<file path="src/rtl/onehot_select_seq_pkg.sv">
// Shared definitions for the one-hot select generator and the control unit
// that drives its mode input.
package onehot_select_seq_pkg;

  typedef enum logic [1:0] {
    MODE_OFF    = 2'b00,
    MODE_DECODE = 2'b01,
    MODE_SCAN   = 2'b10,
    MODE_STEP   = 2'b11
  } mode_e;

endpackage

</file>
<file path="src/rtl/onehot_select_seq_if.sv">
// Control/status bundle of the one-hot select generator.
interface onehot_select_seq_if #(
  parameter int SEL_W   = 3,
  parameter int N_OUT   = 8,
  parameter int DWELL_W = 8
);
  logic               en;
  logic [1:0]         mode;
  logic [SEL_W-1:0]   sel;
  logic               step;
  logic [DWELL_W-1:0] dwell;
  logic [N_OUT-1:0]   y;
  logic [SEL_W-1:0]   idx;
  logic               valid;
  logic               wrap;

  modport master (
    output en, mode, sel, step, dwell,
    input  y, idx, valid, wrap
  );

  modport slave (
    input  en, mode, sel, step, dwell,
    output y, idx, valid, wrap
  );
endinterface

</file>
<file path="src/rtl/onehot_select_seq_dec.sv">
// Combinational binary-to-one-hot decoder with an in-range flag.
// Indices at or above N_OUT give an all-zero output and hit=0.
module onehot_dec #(
  parameter int SEL_W = 3,
  parameter int N_OUT = 8
) (
  input  logic [SEL_W-1:0] idx,
  output logic [N_OUT-1:0] y,
  output logic             hit
);

  // One output bit per legal index; nothing set when out of range.
  always_comb begin
    y   = '0;
    hit = 1'b0;
    for (int unsigned k = 0; k < N_OUT; k++) begin
      if (idx == SEL_W'(k)) begin
        y[k] = 1'b1;
        hit  = 1'b1;
      end
    end
  end

endmodule

</file>
<file path="src/rtl/onehot_select_seq.sv">
// Registered one-hot select generator: DECODE, free-running SCAN with
// programmable dwell, and single-STEP modes with index/valid/wrap status.
module onehot_select_seq
  import onehot_select_seq_pkg::*;
#(
  parameter int SEL_W   = 3,
  parameter int N_OUT   = 8,
  parameter int DWELL_W = 8
) (
  input  logic                clk,
  input  logic                rst_n,
  onehot_select_seq_if.slave  bus
);

  localparam logic [SEL_W-1:0] LAST = SEL_W'(N_OUT - 1);

  mode_e              state_q, state_d, mode_in;
  logic [SEL_W-1:0]   idx_d;
  logic [DWELL_W-1:0] cnt_q, cnt_d;
  logic               wrap_d, out_en, adv;
  logic [N_OUT-1:0]   dec_y;
  logic               dec_hit;

  assign mode_in = mode_e'(bus.mode);

  // The decoder sees the index being loaded this edge, so y/valid are the
  // registered decode of the new idx rather than of the old one.
  onehot_dec #(
    .SEL_W (SEL_W),
    .N_OUT (N_OUT)
  ) u_dec (
    .idx (idx_d),
    .y   (dec_y),
    .hit (dec_hit)
  );

  // Next-state, next-index, dwell counter and wrap decision.
  always_comb begin
    state_d = mode_in;
    idx_d   = bus.idx;
    cnt_d   = cnt_q;
    wrap_d  = 1'b0;
    out_en  = 1'b0;
    adv     = 1'b0;
    case (mode_in)
      MODE_OFF: ;
      MODE_DECODE: begin
        idx_d  = bus.sel;
        out_en = 1'b1;
      end
      MODE_SCAN, MODE_STEP: begin
        out_en = 1'b1;
        if (state_q != mode_in) begin
          idx_d = '0;
          cnt_d = bus.dwell;
        end else if (mode_in == MODE_SCAN) begin
          if (cnt_q == '0) begin
            adv   = 1'b1;
            cnt_d = bus.dwell;
          end else begin
            cnt_d = cnt_q - 1'b1;
          end
        end else begin
          adv = bus.step;
        end
        if (adv) begin
          wrap_d = (bus.idx == LAST);
          idx_d  = wrap_d ? '0 : bus.idx + 1'b1;
        end
      end
      default: ;
    endcase
  end

  // All state and outputs; en=0 freezes everything except wrap, which drops.
  always_ff @(posedge clk or negedge rst_n) begin
    if (!rst_n) begin
      state_q   <= MODE_OFF;
      cnt_q     <= '0;
      bus.idx   <= '0;
      bus.y     <= '0;
      bus.valid <= 1'b0;
      bus.wrap  <= 1'b0;
    end else if (bus.en) begin
      state_q   <= state_d;
      cnt_q     <= cnt_d;
      bus.idx   <= idx_d;
      bus.y     <= out_en ? dec_y : '0;
      bus.valid <= out_en & dec_hit;
      bus.wrap  <= wrap_d;
    end else begin
      bus.wrap  <= 1'b0;
    end
  end

endmodule
</file>
<file path="src/flat_wrapper.sv">
// flat-port wrapper written by rule: the top's interface ports become plain ports
module onehot_select_seq_flat import onehot_select_seq_pkg::*;
#(
  parameter int SEL_W   = 3,
  parameter int N_OUT   = 8,
  parameter int DWELL_W = 8
)
  (clk, rst_n, bus_en, bus_mode, bus_sel, bus_step, bus_dwell, bus_y, bus_idx, bus_valid, bus_wrap);
  onehot_select_seq_if #(.SEL_W(SEL_W), .N_OUT(N_OUT), .DWELL_W(DWELL_W)) bus_i ();
  input  logic clk;
  input  logic rst_n;
  input wire logic [$bits(bus_i.en)-1:0] bus_en;
  input wire logic [$bits(bus_i.mode)-1:0] bus_mode;
  input wire logic [$bits(bus_i.sel)-1:0] bus_sel;
  input wire logic [$bits(bus_i.step)-1:0] bus_step;
  input wire logic [$bits(bus_i.dwell)-1:0] bus_dwell;
  output wire logic [$bits(bus_i.y)-1:0] bus_y;
  output wire logic [$bits(bus_i.idx)-1:0] bus_idx;
  output wire logic [$bits(bus_i.valid)-1:0] bus_valid;
  output wire logic [$bits(bus_i.wrap)-1:0] bus_wrap;
  assign bus_i.en = bus_en;
  assign bus_i.mode = bus_mode;
  assign bus_i.sel = bus_sel;
  assign bus_i.step = bus_step;
  assign bus_i.dwell = bus_dwell;
  assign bus_y = bus_i.y;
  assign bus_idx = bus_i.idx;
  assign bus_valid = bus_i.valid;
  assign bus_wrap = bus_i.wrap;
  onehot_select_seq #(.SEL_W(SEL_W), .N_OUT(N_OUT), .DWELL_W(DWELL_W)) u_core (.clk(clk), .rst_n(rst_n), .bus(bus_i));
endmodule
</file>
<file path="config.mk">
export PLATFORM = sky130hd
export DESIGN_NAME = onehot_select_seq_flat
export DESIGN_NICKNAME = d
export VERILOG_FILES = /design/src/rtl/onehot_select_seq_pkg.sv /design/src/rtl/onehot_select_seq_if.sv /design/src/rtl/onehot_select_seq_dec.sv /design/src/rtl/onehot_select_seq.sv /design/src/flat_wrapper.sv
export SDC_FILE = /design/constraint.sdc
export NUM_CORES = 1
export LEC_CHECK = 0
export CORE_MARGIN = 2
export CORE_UTILIZATION = 36
export DETAILED_ROUTE_END_ITERATION = 10
export GPL_TIMING_DRIVEN = 1
export PLACE_DENSITY = 0.65
export SLEW_MARGIN = 20
export SYNTH_ARGS = -nofsm -noshare
export SYNTH_HDL_FRONTEND = slang
export SYNTH_SLANG_ARGS = --single-unit
</file>
<file path="constraint.sdc">
create_clock -name clk -period 4.9 [get_ports clk]
set_clock_uncertainty 0.1 [all_clocks]
set_input_delay 1.225 -clock clk [delete_from_list [all_inputs] [get_ports clk]]
set_output_delay 1.225 -clock clk [all_outputs]
set_load 0.01 [all_outputs]
</file>
==> flow_summary.json <==
{
  "status": "finished clean",
  "synth.most_common_cell": "dfrtp_1",
  "clock_path_buffers": 2,
  "grtUsageTotal": 0.180,
  "wl_per_cell_microns": 15.3,
  "die_y_microns": 68.1,
  "vdd_ir_drop_max_mv": 0.144,
  "dieArea_sq_um": 4630,
  "avgSynthCellArea_sq_um": 8.90,
  "endpoint_kind": "register",
  "p_leak_nw": 0.706,
  "gp_congestion": 0.847,
  "period_needed_ns": 3.45,
  "synth_edf_count": 0,
  "swShare": 0.356,
  "clockPowerShare": 0.232,
  "grt_pass1_vias": 1350,
  "start_kind": "input pin",
  "drtPass1Iterations": 4,
  "cts_resized": 0,
  "cts_tree": "yes",
  "viasPerCell": 5.63,
  "seq_power_share": 0.470,
  "htree_levels": 1,
  "ys.warnings.count": 0,
  "worstPathRequired_ns": 4.97,
  "synthTopCellsByCount": "23 x dfrtp_1, 18 x a21oi_1, 14 x inv_1",
  "start_util": 0.372,
  "synthTopCellsByArea": "dfrtp_1 39%, a21oi_1 6.1%, o32ai_1 4.7%, inv_1 3.6%, ha_1 3.4%",
  "ys_types": 47,
  "synth_top_area_frac": 0.390,
  "finalHoldViolCount": 0,
  "vias": 1358,
  "setup_tns_ns": 0,
  "max_freq_mhz": 290,
  "ys_ff_latch": 23,
  "crit_type": "in -> reg",
  "clk_latency_ns": 0.27,
  "path_max_fanout": 19,
  "p_switching_uw": 193,
  "antenna-diode-count": 0,
  "rsz0062_at_grt": "false",
  "dp_hpwl_microns": 2600,
  "area_growth_pct": 24.7,
  "nFillCells": 390,
  "holdWs_ns": 0.428,
  "max_slew_margin": 0.507,
  "grt_max_degree": 24,
  "antenna_found_initial": 0,
  "die_w_microns": 68.1,
  "finalWirelength_microns": 3690,
  "synth_top_cell_by_area": "dfrtp_1",
  "synth_cells": 166,
  "syn-num-nets": 187,
  "final_nets": 213,
  "setup_viol": 0,
  "clk_pin_slew_ns": 0.09,
  "dr.first_iter.drc_count": 56,
  "root_buffer": "clkbuf_8",
  "ys_seq_area_frac": 0.390,
  "netlist_area_sq_um": 1480,
  "core_area_sq_um": 3970,
  "arrival_ns": 3.52,
  "drive_above_1_share": 0.0942,
  "overflow": 0,
  "hold_buffers": 0,
  "fin_util": 0.464,
  "powerDensity_nw_per_um2": 294,
  "port_buffers": 29,
  "finalCritPeriodShare": 0.703,
  "cts_sinks": 23,
  "p_int_uw": 349,
  "drv_cap": 0,
  "min_path_type": "reg -> reg",
  "slew_violations": 0,
  "cts_setup_buffers": 0,
  "worstMarginPinSlew_ns": 0.737,
  "synthArstFlopShare": 1.00,
  "io_pins": 30,
  "pwr-share-comb": 0.298,
  "drtAntennaViolNets": 0,
  "drc": 0,
  "synth_flop_cell": "dfrtp_1",
  "rows": 23,
  "grt_pass1_wl_microns": 6320,
  "cts-buffers-inserted": 3
}
[worst max-delay path: stages]
cell             delay, ns
clkdlybuf4s50_1       0.76
xnor2_1               0.38
nand4_1               0.24
a211oi_2              0.38
o22ai_1               0.22
o32ai_1               0.32
[power by group through the flow]
stage | combinational (mW) | clock, mW | sequential, mW
2_1_floorplan | 0.102 | 0 | 0.252
3_3_place_gp | 0.157 | 0 | 0.256
3_5_place_dp | 0.162 | 0 | 0.257
4_1_cts | 0.163 | 0.125 | 0.254
5_1_grt | 0.183 | 0.132 | 0.259
6_report | 0.162 | 0.125 | 0.255
[state kept, by name, indices dropped and copies added, names as in the netlist]
register and cells:
u_core.bus.y 8, u_core.bus.idx 3, u_core.cnt_q 8, u_core.bus.wrap 1, u_core.state_q 2, u_core.bus.valid 1
[worst paths after layout]
kind	start	end	slack [ns]	cells after the start
max	bus_mode[0]	u_core.bus.y[6]	1.45	6
min	u_core.cnt_q[0]	u_core.cnt_q[0]	0.43	1
max reg2reg	u_core.cnt_q[0]	u_core.bus.y[6]	2.65	7
min reg2reg	u_core.cnt_q[0]	u_core.cnt_q[0]	0.43	1
max in group asynchronous	rst_n	u_core.state_q[1]	3.52	1
min in group asynchronous	rst_n	u_core.bus.wrap	0.82	1
[cell families (layout without fill, tap and decap cells)]
group	Yosys count	after routing	synth area share
AO/OA/AOI/OAI	64	64	0.300
XOR/XNOR	2	2	0.0119
adder cells (fa/ha/maj)	4	4	0.0339
buffers and inverters	24	49	0.0669
flip-flops	23	23	0.389
multiplexers	4	4	0.0279
AND/OR/NAND/NOR	45	45	0.170
[stage by stage]
| stage | instance area [sq um] | setup slack [ns] | std cells | power, mW |
|---|---|---|---|---|
| 3_5_place_dp | 1800 | 1.21 | 237 | 0.419 |
| 5_1_grt | 1840 | 1.24 | 241 | 0.574 |
| 6_report | 1840 | 1.45 | 241 | 0.542 |
| 3_3_place_gp | 1800 | 1.34 | 237 | 0.413 |
| 2_1_floorplan | 1480 | 2.19 | 166 | 0.353 |
| 4_1_cts | 1850 | 1.45 | 241 | 0.542 |
[placed cells by master, fill, tap and decap left out, types with 2 or more instances in the layout]
cell             synthesis  layout
o31ai_1                  2       2
o21ai_0                  8       8
a21o_1                   2       2
o211ai_1                 3       3
clkbuf_8                 0       3
nand2_1                  7       7
dfrtp_1                 23      23
clkdlybuf4s50_1          0      28
ha_1                     4       4
a21oi_1                 18      18
o211a_1                  2       2
nand3_1                  6       6
o22ai_1                  2       2
a211o_2                  2       2
a211oi_2                 2       2
inv_1                   14      14
nand4_1                  6       6
a211oi_1                 2       2
nor2b_1                  4       4
nor2_1                  11      11
o21ai_1                  5       5
nand2b_1                 2       2
o32ai_1                  8       8
mux2i_1                  3       3
[area by class of cell]
cell class	count	area, sq um	area share
multi-input combinational	119	810	0.439
timing repair buffer	30	293	0.159
clock inverter	1	5.00	0.00272
sequential	23	576	0.312
clock buffer	3	41.3	0.0224
tap	50	62.6	0.0339
inverter	15	56.3	0.0305
[metal layers]
layer / wire length [microns] / global-route usage / share of wire
met1: 1790 / 0.257 / 0.49
met5: 0 / 0 / 0
met4: 40 / 0.0525 / 0.011
met2: 1700 / 0.280 / 0.46
met3: 163 / 0.0280 / 0.044
No activity file was read; power rests on OpenSTA's default activity.
